<file path="src/rtl/ecc_apb_ctrl_if.sv">
// APB slave bus bundle for ecc_apb_ctrl.
// Signals: PADDR/PWDATA/PENABLE/PSEL/PWRITE driven by the master,
// PRDATA driven by the slave. No PREADY: every access is zero-wait.
interface ecc_apb_ctrl_if #(
  parameter int AMBA_ADDR_WIDTH = 20,
  parameter int AMBA_WORD       = 32
);
  logic [AMBA_ADDR_WIDTH-1:0] PADDR;
  logic [AMBA_WORD-1:0]       PWDATA;
  logic                       PENABLE;
  logic                       PSEL;
  logic                       PWRITE;
  logic [AMBA_WORD-1:0]       PRDATA;

  modport master (output PADDR, PWDATA, PENABLE, PSEL, PWRITE, input PRDATA);
  modport slave  (input PADDR, PWDATA, PENABLE, PSEL, PWRITE, output PRDATA);
endinterface

</file>
<file path="src/rtl/ecc_apb_ctrl.sv">
// APB-programmed controller for an ECC core.
// Ports:
//   clk, rst            - single clock, synchronous active-low reset
//   apb                 - APB slave (CTRL 0x0, DATA_IN 0x4, CODEWORD_WIDTH 0x8, NOISE 0xC)
//   core_start          - one-cycle start pulse (high during START)
//   core_ctrl/_data_in/_width/_noise - operands latched when leaving START
//   core_data_out/_num_err/_done     - core result, done is a one-cycle pulse
//   data_out, num_of_errors          - registered result, held until next DONE
//   operation_done                   - high for exactly the DONE cycle
// A CTRL write (value != 3) in IDLE launches an operation. The core gets 5 WAIT
// cycles to answer before the controller gives up and reports 0 data, 2 errors.
module ecc_apb_ctrl #(
  parameter int DATA_WIDTH      = 32,
  parameter int AMBA_ADDR_WIDTH = 20,
  parameter int AMBA_WORD       = 32
) (
  input  logic                  clk,
  input  logic                  rst,
  ecc_apb_ctrl_if.slave         apb,
  output logic                  core_start,
  output logic [1:0]            core_ctrl,
  output logic [DATA_WIDTH-1:0] core_data_in,
  output logic [1:0]            core_width,
  output logic [DATA_WIDTH-1:0] core_noise,
  input  logic [DATA_WIDTH-1:0] core_data_out,
  input  logic [1:0]            core_num_err,
  input  logic                  core_done,
  output logic [DATA_WIDTH-1:0] data_out,
  output logic                  operation_done,
  output logic [1:0]            num_of_errors
);
  localparam logic [1:0] IDLE  = 2'd0;
  localparam logic [1:0] START = 2'd1;
  localparam logic [1:0] WAIT  = 2'd2;
  localparam logic [1:0] DONE  = 2'd3;

  // last WAIT cycle index before timing out (5 cycles: 0..4)
  localparam logic [2:0] WAIT_LAST = 3'd4;

  logic [1:0]            state;
  logic [2:0]            wait_cnt;
  logic [1:0]            ctrl_q;
  logic [DATA_WIDTH-1:0] data_in_q;
  logic [1:0]            width_q;
  logic [DATA_WIDTH-1:0] noise_q;

  logic [3:0] off;
  logic       wr, wr_ctrl, wr_data, wr_width, wr_noise;

  // values the registers will hold after this edge, so a write landing on the
  // START edge is what the core sees
  logic [1:0]            ctrl_nxt;
  logic [DATA_WIDTH-1:0] data_in_nxt;
  logic [1:0]            width_nxt;
  logic [DATA_WIDTH-1:0] noise_nxt;

  assign off      = apb.PADDR[3:0];
  assign wr       = apb.PSEL && apb.PENABLE && apb.PWRITE;
  assign wr_ctrl  = wr && (off == 4'h0);
  assign wr_data  = wr && (off == 4'h4);
  assign wr_width = wr && (off == 4'h8);
  assign wr_noise = wr && (off == 4'hC);

  assign ctrl_nxt    = wr_ctrl  ? apb.PWDATA[1:0]            : ctrl_q;
  assign data_in_nxt = wr_data  ? apb.PWDATA[DATA_WIDTH-1:0] : data_in_q;
  assign width_nxt   = wr_width ? apb.PWDATA[1:0]            : width_q;
  assign noise_nxt   = wr_noise ? apb.PWDATA[DATA_WIDTH-1:0] : noise_q;

  // upper address bits are deliberately not decoded
  logic unused_addr;
  assign unused_addr = ^apb.PADDR[AMBA_ADDR_WIDTH-1:4];

  // register file
  always_ff @(posedge clk) begin
    if (!rst) begin
      ctrl_q    <= '0;
      data_in_q <= '0;
      width_q   <= '0;
      noise_q   <= '0;
    end else begin
      ctrl_q    <= ctrl_nxt;
      data_in_q <= data_in_nxt;
      width_q   <= width_nxt;
      noise_q   <= noise_nxt;
    end
  end

  // read mux, combinational, zero outside a read
  always_comb begin
    apb.PRDATA = '0;
    if (apb.PSEL && !apb.PWRITE) begin
      case (off)
        4'h0:    apb.PRDATA[1:0]            = ctrl_q;
        4'h4:    apb.PRDATA[DATA_WIDTH-1:0] = data_in_q;
        4'h8:    apb.PRDATA[1:0]            = width_q;
        4'hC:    apb.PRDATA[DATA_WIDTH-1:0] = noise_q;
        default: apb.PRDATA = '0;
      endcase
    end
  end

  assign core_start     = (state == START);
  assign operation_done = (state == DONE);

  // sequencer
  always_ff @(posedge clk) begin
    if (!rst) begin
      state         <= IDLE;
      wait_cnt      <= '0;
      core_ctrl     <= '0;
      core_data_in  <= '0;
      core_width    <= '0;
      core_noise    <= '0;
      data_out      <= '0;
      num_of_errors <= '0;
    end else begin
      case (state)
        IDLE: begin
          if (wr_ctrl && (apb.PWDATA[1:0] != 2'd3)) state <= START;
        end
        START: begin
          core_ctrl    <= ctrl_nxt;
          core_data_in <= data_in_nxt;
          core_width   <= width_nxt;
          core_noise   <= noise_nxt;
          wait_cnt     <= '0;
          state        <= WAIT;
        end
        WAIT: begin
          if (core_done) begin
            data_out      <= core_data_out;
            // a count of 3 means "uncorrectable", reported as 2
            num_of_errors <= (core_num_err == 2'd3) ? 2'd2 : core_num_err;
            state         <= DONE;
          end else if (wait_cnt == WAIT_LAST) begin
            data_out      <= '0;
            num_of_errors <= 2'd2;
            state         <= DONE;
          end else begin
            wait_cnt <= wait_cnt + 3'd1;
          end
        end
        DONE: begin
          wait_cnt <= '0;
          state    <= IDLE;
        end
        default: state <= IDLE;
      endcase
    end
  end
endmodule

</file>
<file path="src/flat_wrapper.sv">
// flat-port wrapper written by rule: the top's interface ports become plain ports
module ecc_apb_ctrl_flat 
#(
  parameter int DATA_WIDTH      = 32,
  parameter int AMBA_ADDR_WIDTH = 20,
  parameter int AMBA_WORD       = 32
)
  (clk, rst, core_start, core_ctrl, core_data_in, core_width, core_noise, core_data_out, core_num_err, core_done, data_out, operation_done, num_of_errors, apb_PADDR, apb_PWDATA, apb_PENABLE, apb_PSEL, apb_PWRITE, apb_PRDATA);
  ecc_apb_ctrl_if #(.AMBA_ADDR_WIDTH(AMBA_ADDR_WIDTH), .AMBA_WORD(AMBA_WORD)) apb_i ();
  input  logic clk;
  input  logic rst;
  output logic core_start;
  output logic [1:0] core_ctrl;
  output logic [DATA_WIDTH-1:0] core_data_in;
  output logic [1:0] core_width;
  output logic [DATA_WIDTH-1:0] core_noise;
  input  logic [DATA_WIDTH-1:0] core_data_out;
  input  logic [1:0] core_num_err;
  input  logic core_done;
  output logic [DATA_WIDTH-1:0] data_out;
  output logic operation_done;
  output logic [1:0] num_of_errors;
  input wire logic [$bits(apb_i.PADDR)-1:0] apb_PADDR;
  input wire logic [$bits(apb_i.PWDATA)-1:0] apb_PWDATA;
  input wire logic [$bits(apb_i.PENABLE)-1:0] apb_PENABLE;
  input wire logic [$bits(apb_i.PSEL)-1:0] apb_PSEL;
  input wire logic [$bits(apb_i.PWRITE)-1:0] apb_PWRITE;
  output wire logic [$bits(apb_i.PRDATA)-1:0] apb_PRDATA;
  assign apb_i.PADDR = apb_PADDR;
  assign apb_i.PWDATA = apb_PWDATA;
  assign apb_i.PENABLE = apb_PENABLE;
  assign apb_i.PSEL = apb_PSEL;
  assign apb_i.PWRITE = apb_PWRITE;
  assign apb_PRDATA = apb_i.PRDATA;
  ecc_apb_ctrl #(.DATA_WIDTH(DATA_WIDTH), .AMBA_ADDR_WIDTH(AMBA_ADDR_WIDTH), .AMBA_WORD(AMBA_WORD)) u_core (.clk(clk), .rst(rst), .apb(apb_i), .core_start(core_start), .core_ctrl(core_ctrl), .core_data_in(core_data_in), .core_width(core_width), .core_noise(core_noise), .core_data_out(core_data_out), .core_num_err(core_num_err), .core_done(core_done), .data_out(data_out), .operation_done(operation_done), .num_of_errors(num_of_errors));
endmodule
</file>
<file path="config.mk">
export PLATFORM = sky130hd
export DESIGN_NAME = ecc_apb_ctrl_flat
export DESIGN_NICKNAME = d
export VERILOG_FILES = /design/src/rtl/ecc_apb_ctrl_if.sv /design/src/rtl/ecc_apb_ctrl.sv /design/src/flat_wrapper.sv
export SDC_FILE = /design/constraint.sdc
export NUM_CORES = 1
export LEC_CHECK = 0
export BUFFER_PORTS_ARGS = -buffer_cell sky130_fd_sc_hd__buf_2
export CAP_MARGIN = 40
export CELL_PAD_IN_SITES_DETAIL_PLACEMENT = 1
export CELL_PAD_IN_SITES_GLOBAL_PLACEMENT = 2
export CORE_MARGIN = 3
export CORE_UTILIZATION = 30
export DETAILED_ROUTE_END_ITERATION = 8
export PLACE_DENSITY_LB_ADDON = 0.3
export SLEW_MARGIN = 25
export SYNTH_ARGS = -nofsm -noshare
export SYNTH_HDL_FRONTEND = slang
export SYNTH_SLANG_ARGS = --single-unit
</file>
<file path="constraint.sdc">
create_clock -name clk -period 4.4 [get_ports clk]
set_input_delay 0.88 -clock clk [delete_from_list [all_inputs] [get_ports clk]]
set_output_delay 0.88 -clock clk [all_outputs]
set_load 0.02 [all_outputs]
</file>
==> impl_metrics.csv, run 1 <==
group,metric,value,unit
pwr,vdd_ir_drop_max,0.000234,V
critical_path,crit_path_start_kind,"input pin",
clocking,path_clk_slew,0.07,ns
timing,worst_pin_slew,0.627,ns
clocking,cts_max_level,4,
routing,drtPass1Iterations,4,
synthesis,yosys.area_share.adder,0.0130,
pwr,p_per_area,398,nW/um2
routing,drt-wirelength-per-cell,17.5,um
clocking,clock-sinks,175,
routing,postRouteAntennaNets,0,
synthesis,syn_nets,786,
global_route,grt_max_degree,109,
timing,tns,0,ns
synthesis,synth_ff_type,"dfxtp_1",
critical_path,end_kind,"primary output",
critical_path,arrival,2.39,ns
clocking,cts_hold_buf,0,
place,place_ws,1.11,ns
routing,route.detailed.drc,0,
synthesis,muxShareOfSynthArea,0.102,
critical_path,cpMostUsedCell,"buf_2",
timing,hold_viol_final,0,
global_route,antenna_found_initial,2,
global_route,grt_pass1_vias,5741,
routing,wl,20.4,mm
timing,fmax,0.306,GHz
place,gp_congestion,0.736,
critical_path,ff2ff_path_depth,6,
routing,via_per_inst,4.89,
critical_path,critPathMaxStageDelay,0.51,ns
critical_path,crit_type,"input pin to primary output",
critical_path,required,3.52,ns
clocking,cts-buffers-inserted,17,
critical_path,r2r_start,"u_core.state[1]",
floorplanning,io_pins,228,
synthesis,ys_warn_count,0,
place,placed_cell_area,8070,um2
place,dp.cells,1131,
global_route,grt_overflow,0,
outcome,outcome,"finished, final reports clean",
finish,drive_gt1_frac,0.295,
synthesis,yosysSeqAreaShare,0.518,
critical_path,rr_endpoint,"u_core.core_noise[20]",
synthesis,synth_area,6760,um2
synthesis,synth-xor-area-share,0,
finish,seq_area,3500,um2
clocking,ctsLongestPathBuffers,2,
synthesis,synth_compound_area_frac,0.189,
clocking,post_cts_resized,0,
min_path,hp-start,"u_core.wait_cnt[2]",
finish,most-common-layout-cells,"buf_2 (210), dfxtp_1 (175), nor2b_1 (101), a21oi_1 (72), o21ai_0 (71)",
synthesis,netlist_instances,687,
clocking,insertion_delay,0.42,ns
finish,nets,969,
floorplanning,start_util,0.308,
timing,layout_min_cycle_time,3.27,ns
timing,rsz0062_at_grt,"no",
clocking,cts_setup_buffers,0,
synthesis,synthDistinctLibCells,30,
timing,maxSlewViolCount,0,
run,max_cap_violations,0,
critical_path,ff2ff_setup_slack,2.36,ns
finish,syn_to_final_growth,28.7,%
pwr,power_leakage,3.48,nW
global_route,grt_util_all_layers,0.164,
clocking,cts-root-buf,"clkbuf_16",
finish,final_cells,1163,
synthesis,avgSynthCellArea,9.84,um2
timing,period_share,0.743,
finish,final_common_cell,"buf_2",
routing,drt_iter0_drc,253,
timing,whs,0.504,ns
floorplanning,num_rows,54,
synthesis,synth_edf_count,0,
floorplanning,dieArea,24400,um2
floorplanning,core_area,22000,um2
clocking,cts_tree,"yes",
critical_path,path_buf_inv,3,
min_path,whs_endpoint,"u_core.wait_cnt[2]",
critical_path,path_max_fanout,20,
timing,worst_slack,1.13,ns
floorplanning,die_x,156,um
finish,fill_cells,2546,
synthesis,ys_ff_latch,175,
timing,clock-skew-final,0.00878,ns
timing,max-slew-margin-rel,0.582,
critical_path,crit_chain,"buf_2 -> and4bb_1 -> buf_4 -> a22oi_1 -> nor2_1 -> buf_2",
min_path,hp-class,"flop to flop",
synthesis,synth_top_family_by_area,"compound AO/OA/AOI/OAI gates",
place,dpl.hpwl,13.9,mm
min_path,hold_depth,2,
global_route,grt_pass1_wl,31.6,mm
critical_path,cp_top_family,"buffers and inverters",
synthesis,synthArstFlopShare,0,
place,place.port_buffers,211,
synthesis,yosys.area_share.simple,0.134,
timing,setup_violations,0,
routing,via_count,5683,
finish,fin_area,8700,um2
floorplanning,die_y,156,um
critical_path,cp_slowest_cell,"and4bb_1",
finish,multiInputGateArea,2980,um2
-- flip-flops by register name (all words and copies together), names as in the netlist --
name                  count
u_core.core_data_in      32
u_core.core_noise        32
u_core.data_in_q         32
u_core.data_out          32
u_core.noise_q           32
u_core.wait_cnt           3
u_core.core_ctrl          2
u_core.core_width         2
u_core.ctrl_q             2
u_core.num_of_errors      2
u_core.state              2
u_core.width_q            2
-- per-stage QoR --
| step | total power [mW] | utilization |
|---|---|---|
| 4_1_cts | 3.52 | 0.396 |
| 3_5_place_dp | 1.87 | 0.367 |
| 5_1_grt | 3.60 | 0.396 |
| 6_report | 3.46 | 0.396 |
| 3_3_place_gp | 1.86 | 0.366 |
| 2_1_floorplan | 1.77 | - |
-- layout make-up --
type,count,share of cell area
diodes,2,0.000575
clock buffers,18,0.0505
clock inverters,12,0.0213
inverters,5,0.00216
multi-input cells,448,0.342
flip-flops and latches,175,0.403
well taps,280,0.0403
repair buffers,223,0.140
-- logic make-up after synthesis --
kind of cell / after synthesis
buf+inv: 64
flops: 175
compound gates: 217
fa+ha+maj: 7
mux: 69
simple gates: 155
-- per-layer routing --
metal | GRT usage | up-vias | wire length [um] | share of wire
met5 | 0 | - | 0 | 0
met4 | 0.0475 | 0 | 276 | 0.014
met3 | 0.0541 | 18 | 1420 | 0.070
met2 | 0.270 | 149 | 9710 | 0.48
met1 | 0.204 | 2731 | 9000 | 0.44
li1 | - | 2785 | - | -
-- worst min-delay path, stage by stage, from the launching register on --
cell and delay, ns:
dfxtp_1 0.33, nand2_1 0.06, o22ai_1 0.07
-- cell usage after synthesis (3+ instances only) --
cell type  number  area share
a21oi_1        72       0.053
a22oi_1        67       0.074
buf_6           6       0.010
clkbuf_1       50       0.028
dfxtp_1       175        0.52
ha_1            7       0.013
inv_1           5      0.0028
mux2i_1        69        0.10
nand2_1         6      0.0033
nand3_1         3      0.0022
nor2_1         32       0.018
nor2b_1       101       0.094
o21ai_0        71       0.053
-- power by group --
| part | leakage (nW) | total (mW) | internal, mW | switching, mW |
|---|---|---|---|---|
| clock network | 0.292 | 1.63 | 0.967 | 0.662 |
| registers | 1.41 | 1.62 | 1.61 | 0.0132 |
| logic | 1.78 | 0.205 | 0.0796 | 0.126 |
| total | 3.48 | 3.46 | 2.66 | 0.801 |
-- how the worst max path moves through the flow --
stage | slack (ns) | cells past startpoint | to | startpoint
finish | 1.13 | 6 | apb_PRDATA[22] | apb_PADDR[0]
global route | 1.03 | 6 | apb_PRDATA[22] | apb_PADDR[0]
CTS | 1.11 | 6 | apb_PRDATA[30] | apb_PADDR[0]
detailed placement | 1.11 | 6 | apb_PRDATA[30] | apb_PADDR[0]
global placement | 1.13 | 6 | apb_PRDATA[30] | apb_PADDR[0]
floorplan | 1.57 | 5 | apb_PRDATA[10] | apb_PADDR[0]
No activity file was read; power rests on OpenSTA's default activity.
==> inputs of run 2 (changes only) <==
- ABC_AREA: unset -> 1
- CORE_UTILIZATION: 30 -> 25
- clock period: 4.4 -> 2.96 ns (I/O delays scaled with it)
==> run 2 against run 1 <==
  * Non-clock buffer count increased by 3
  * Largest power group is now sequential cells
  * Register-to-register slack worse by 1.0 ns
  * First-iteration DRC count up 12%
  * Setup slack lost 0.72 ns
  * Critical path depth up 2
  * Count of clock-buffer cells in the layout fell by 1
  * Clock skew is 0.0032 ns higher
  * Highest routed layer is now met5
  * Worst hold slack worse by 0.10 ns
  * Via count grew 27%
==> impl_metrics.csv, run 2 <==
group,metric,value,unit
min_path,hp-class,"input pin to flop",
floorplanning,core_area,29100,um2
routing,wl,24.7,mm
floorplanning,start_util,0.258,
finish,final_cells,1658,
floorplanning,io_pins,228,
routing,via_per_inst,4.36,
routing,drt-wirelength-per-cell,14.9,um
critical_path,crit_path_start_kind,"input pin",
timing,hold_viol_final,0,
synthesis,ys_ff_latch,175,
synthesis,synthTopCellsByCount,"nand2_1 (334), dfxtp_1 (175), nor2_1 (167), inv_1 (114), a21oi_1 (108)",
synthesis,netlist_instances,1078,
global_route,grt_pass1_wl,39.0,mm
finish,most-common-layout-cells,"nand2_1 (333), buf_2 (211), dfxtp_1 (175), nor2_1 (167), inv_1 (114)",
floorplanning,dieArea,32100,um2
synthesis,yosys.area.top_type_share,0.467,
run,max_cap_violations,0,
routing,postRouteAntennaNets,0,
global_route,antenna_found_initial,4,
timing,max-slew-margin-rel,0.570,
global_route,grt_util_all_layers,0.155,
finish,fill_cells,3706,
finish,num_antenna_cells,0,
min_path,hp-start,"core_data_out[13]",
critical_path,arrival,1.95,ns
place,gp_congestion,0.720,
floorplanning,die_y,179,um
pwr,vdd_ir_drop_max,0.000357,V
synthesis,synth.area.top_cells,"dfxtp_1 (47%), nand2_1 (17%), nor2_1 (8.4%)",
global_route,grt_overflow,0,
clocking,clock-sinks,175,
routing,route.detailed.drc,0,
clocking,insertion_delay,0.43,ns
synthesis,avgSynthCellArea,6.95,um2
place,dpl.hpwl,16.5,mm
global_route,grt_pass1_vias,7380,
clocking,path_clk_slew,0.08,ns
routing,via_count,7222,
critical_path,path_max_fanout,19,
place,place.port_buffers,211,
critical_path,required,2.37,ns
synthesis,ys_warn_count,0,
synthesis,synthDistinctLibCells,22,
clocking,cts_setup_buffers,0,
pwr,power_leakage,4.64,nW
finish,fin_util,0.328,
synthesis,synth_ff_type,"dfxtp_1",
timing,layout_min_cycle_time,2.54,ns
clocking,cts_tree,"yes",
finish,syn_to_final_growth,27.4,%
synthesis,synth_top_cell_by_area,"dfxtp_1",
timing,rsz0062_at_grt,"no",
synthesis,synthArstFlopShare,0,
timing,setup_violations,0,
critical_path,crit_start,"apb_PADDR[1]",
clocking,cts-root-buf,"clkbuf_16",
floorplanning,num_rows,62,
timing,worst_pin_slew,0.645,ns
synthesis,synth_edf_count,0,
clocking,ctsLongestPathBuffers,2,
outcome,outcome,"finished, final reports clean",
critical_path,r2r_start,"u_core.state[1]",
routing,drt_iter0_drc,284,
finish,drive_gt1_frac,0.241,
global_route,grt_max_degree,137,
routing,drtPass1Iterations,4,
synthesis,syn_nets,1177,
finish,final_common_cell,"nand2_1",
synthesis,yosysSeqAreaShare,0.467,
finish,nets,1360,
critical_path,end_kind,"primary output",
floorplanning,die_x,179,um
timing,tns,0,ns
timing,fmax,0.393,GHz
clocking,cts-buffers-inserted,17,
clocking,cts_hold_buf,0,
synthesis,synth_area,7500,um2
clocking,post_cts_resized,0,
timing,period_share,0.859,
timing,maxSlewViolCount,0,
timing,clock-skew-final,0.0120,ns
clocking,cts_max_level,4,
place,dp.cells,1626,
pwr,p_per_area,801,nW/um2
critical_path,crit_type,"input pin to primary output",
synthesis,synth_most_common_cell,"nand2_1",
[run 2: cell count changes in the layout (fill, tap and decap cells not counted), moves of 4 or more]
cell / delta
mux2i_1: -69
a22oi_1: -67
inv_8: +7
nand2_2: +12
o21ai_2: +28
clkinvlp_4: -4
nor2_1: +135
nand2_1: +327
nand3_1: +48
o21ai_0: -67
a21oi_1: +36
inv_1: +109
o211ai_1: +4
nor2b_1: -101
[run 2: worst max-delay path, cell delays in order]
cell and delay (ns):
buf_2 0.12, nor2_4 0.16, nand2_1 0.14, inv_1 0.10, buf_4 0.29, nand2_1 0.09
a21oi_1 0.23, buf_2 0.22
[run 2: final timing paths]
check	depth (start not counted)	slack [ns]	endpoint
setup / recovery	8	0.42	apb_PRDATA[7]
hold / removal	3	0.40	u_core.data_out[13]
setup reg to reg	6	1.31	u_core.core_data_in[9]
hold reg to reg	2	0.46	u_core.data_out[23]
[run 2: power breakdown]
part	internal (mW)	total (mW)	switching [mW]	leakage, nW
Combinational	0.711	2.18	1.47	2.91
Sequential	2.78	3.00	0.217	1.42
Clock	1.31	2.48	1.16	0.313
[run 2: cells by family after synthesis]
family          share of synthesized area
simple gates                        0.306
buf+inv                             0.102
flops                               0.467
compound gates                      0.112
fa+ha+maj                          0.0117
xor+xnor                          0.00117
[run 2: area by class of cell]
class	instances	area, um2	share of cell area
Clock buffer	17	425	0.0445
Tap cell	384	480	0.0503
Inverter	117	444	0.0465
Sequential cell	175	3500	0.367
Timing Repair Buffer	226	1240	0.130
Clock inverter	15	214	0.0224
Multi-Input combinational cell	724	3240	0.339
[run 2: routing by layer]
metal	vias up	part of all wire	track usage
met5	-	0.0022	0
met4	8	0.0085	0.0316
met3	23	0.067	0.0551
met1	3376	0.45	0.189
met2	143	0.47	0.266
li1	3672	-	-
[run 2: through the flow]
| stage | power (mW) | setup WS (ns) | hold slack, ns | area, um2 |
|---|---|---|---|---|
| final | 7.65 | 0.416 | 0.400 | 9550 |
| after detailed placement | 5.28 | 0.406 | 0.451 | 8910 |
| after CTS | 7.82 | 0.400 | 0.375 | 9550 |
| after global routing | 8.19 | 0.284 | 0.377 | 9550 |
| after global placement | 5.25 | 0.407 | 0.445 | 8890 |
| after floorplan | 4.46 | 0.840 | 0.457 | 7500 |
==> inputs of run 3 (changes only) <==
- CORE_ASPECT_RATIO: unset -> 0.75
==> run 3 against run 2 <==
  * Sequential share of layout area is 0.13 points lower
  * Sequential power hardly changed
  * Clock power is 2% higher
  * Flip-flop and latch count stayed put
  * Utilization is 0.15 points lower
==> impl_metrics.csv, run 3 (synthesized netlist as in run 2, its figures left out) <==
group,metric,value,unit
outcome,outcome,"finished, final reports clean",
timing,worst_pin_slew,0.514,ns
routing,postRouteAntennaNets,0,
critical_path,cpMostUsedCell,"nand2_1",
place,gp_congestion,0.722,
timing,rsz0062_at_grt,"no",
clocking,cts_hold_buf,0,
routing,drt-wirelength-per-cell,14.7,um
min_path,hp-start,"core_num_err[0]",
timing,max-slew-margin-rel,0.656,
run,max_cap_violations,0,
timing,fmax,0.390,GHz
finish,most-common-layout-cells,"nand2_1 (333), buf_2 (211), dfxtp_1 (175), nor2_1 (167), inv_1 (114)",
timing,layout_min_cycle_time,2.56,ns
global_route,grt_max_degree,76,
pwr,p_int,5.00,mW
place,dpl.hpwl,16.8,mm
clocking,cts-root-buf,"clkbuf_16",
pwr,p_sw_frac,0.352,
critical_path,path_buf_inv,4,
place,place_ws,0.373,ns
critical_path,arrival,1.97,ns
clocking,post_cts_resized,0,
finish,fill_cells,3701,
critical_path,crit_type,"input pin to primary output",
routing,route.detailed.drc,0,
floorplanning,num_rows,54,
global_route,grt_pass1_wl,38.5,mm
pwr,vdd_ir_drop_max,0.000350,V
floorplanning,core_area,29300,um2
global_route,grt_overflow,0,
min_path,whs_endpoint,"u_core.num_of_errors[0]",
pwr,combPwrFrac,0.284,
clocking,insertion_delay,0.44,ns
pwr,power_leakage,4.66,nW
timing,maxSlewViolCount,0,
critical_path,end_kind,"primary output",
routing,via_count,7226,
critical_path,cp_slowest_cell,"buf_4",
routing,drt_iter0_drc,194,
finish,seq_area,3500,um2
timing,period_share,0.866,
critical_path,crit_path_start_kind,"input pin",
floorplanning,dieArea,32100,um2
clocking,cts-buffers-inserted,17,
timing,whs,0.392,ns
critical_path,ff2ff_setup_slack,1.08,ns
pwr,pwr-share-seq,0.389,
routing,drtPass1Iterations,4,
timing,hold_viol_final,0,
min_path,hold_depth,3,
finish,syn_to_final_growth,27.9,%
finish,drive_gt1_frac,0.242,
global_route,grt_pass1_vias,7147,
clocking,cts_tree,"yes",
floorplanning,die_y,156,um
critical_path,cp_top_family,"buffers and inverters",
floorplanning,die_x,206,um
timing,setup_violations,0,
critical_path,critPathMaxStageDelay,0.27,ns
finish,multiInputGateArea,3240,um2
pwr,p_per_area,805,nW/um2
critical_path,crit_start,"apb_PADDR[1]",
global_route,antenna_found_initial,1,
pwr,switchingPower,2.72,mW
global_route,grt_util_all_layers,0.153,
clocking,clock-sinks,175,
critical_path,path_max_fanout,19,
routing,via_per_inst,4.33,
pwr,p_total,7.71,mW
floorplanning,start_util,0.256,
clocking,ctsLongestPathBuffers,2,
critical_path,r2r_start,"u_core.state[0]",
clocking,cts_setup_buffers,0,
place,place.port_buffers,211,
timing,tns,0,ns
min_path,hp-class,"input pin to flop",
critical_path,crit_chain,"buf_2 -> nor2_4 -> nand2_1 -> inv_1 -> buf_4 -> nand2_1 -> nand2_1 -> nor2_1 -> nor2_1 -> buf_2",
clocking,path_clk_slew,0.07,ns
critical_path,required,2.37,ns
finish,nets,1361,
pwr,pwr-share-clk,0.327,
floorplanning,io_pins,228,
routing,wl,24.5,mm
timing,clock-skew-final,0.00627,ns
finish,final_common_cell,"nand2_1",
clocking,cts_max_level,4,
timing,worst_slack,0.396,ns
critical_path,rr_endpoint,"u_core.num_of_errors[1]",
finish,num_antenna_cells,0,
critical_path,ff2ff_path_depth,7,
## run 3: cell count changes in the layout (fill, tap and decap cells not counted), sizes merged
cell and change:
clkinvlp +1, clkinv +2, inv -6, bufinv +3
buf +1
## run 3: layout make-up
| class | count | area share |
|---|---|---|
| clock inverter | 15 | 0.0227 |
| clock buffer | 17 | 0.0444 |
| multi-input combinational | 724 | 0.338 |
| sequential | 175 | 0.365 |
| inverter | 117 | 0.0463 |
| tap | 392 | 0.0512 |
| timing repair buffer | 227 | 0.132 |
## run 3: through the flow
stage | cells | util | instance area [um2]
2_1_floorplan | 1078 | - | 7500
5_1_grt | 1667 | 0.327 | 9590
3_5_place_dp | 1635 | 0.305 | 8940
3_3_place_gp | 1634 | 0.304 | 8920
6_report | 1667 | 0.327 | 9590
4_1_cts | 1667 | 0.327 | 9590
## run 3: how the worst max path moves through the flow
stage          cells after the start             end  slack [ns]
2_1_floorplan                      6  apb_PRDATA[10]        0.84
3_3_place_gp                      10   apb_PRDATA[1]        0.39
3_5_place_dp                      10   apb_PRDATA[1]        0.37
4_1_cts                           10   apb_PRDATA[1]        0.37
5_1_grt                           10   apb_PRDATA[1]        0.24
6_report                          10   apb_PRDATA[1]        0.40
## run 3: power by group through the flow
stage	Sequential [mW]	Clock (mW)	Combinational [mW]
floorplan	3.55	0	0.906
global placement	3.05	0	2.21
detailed placement	3.06	0	2.23
CTS	3.01	2.62	2.25
global route	3.06	2.71	2.46
finish	3.00	2.53	2.19
## run 3: worst reg2reg max path, stage by stage (launching register included)
cell	delay, ns
dfxtp_1	0.41
inv_1	0.12
ha_1	0.26
nand2_1	0.41
buf_4	0.33
inv_1	0.06
o21ai_0	0.14
inv_1	0.05
## run 3: per-layer routing
metal  part of all wire  vias up  track usage  wire length, um
li1                   -     3682            -                -
met1               0.49     3422        0.205            12100
met2               0.45      106        0.247            11100
met3              0.047       14       0.0450             1140
met4             0.0072        2       0.0329              175
met5            0.00082        -            0               20
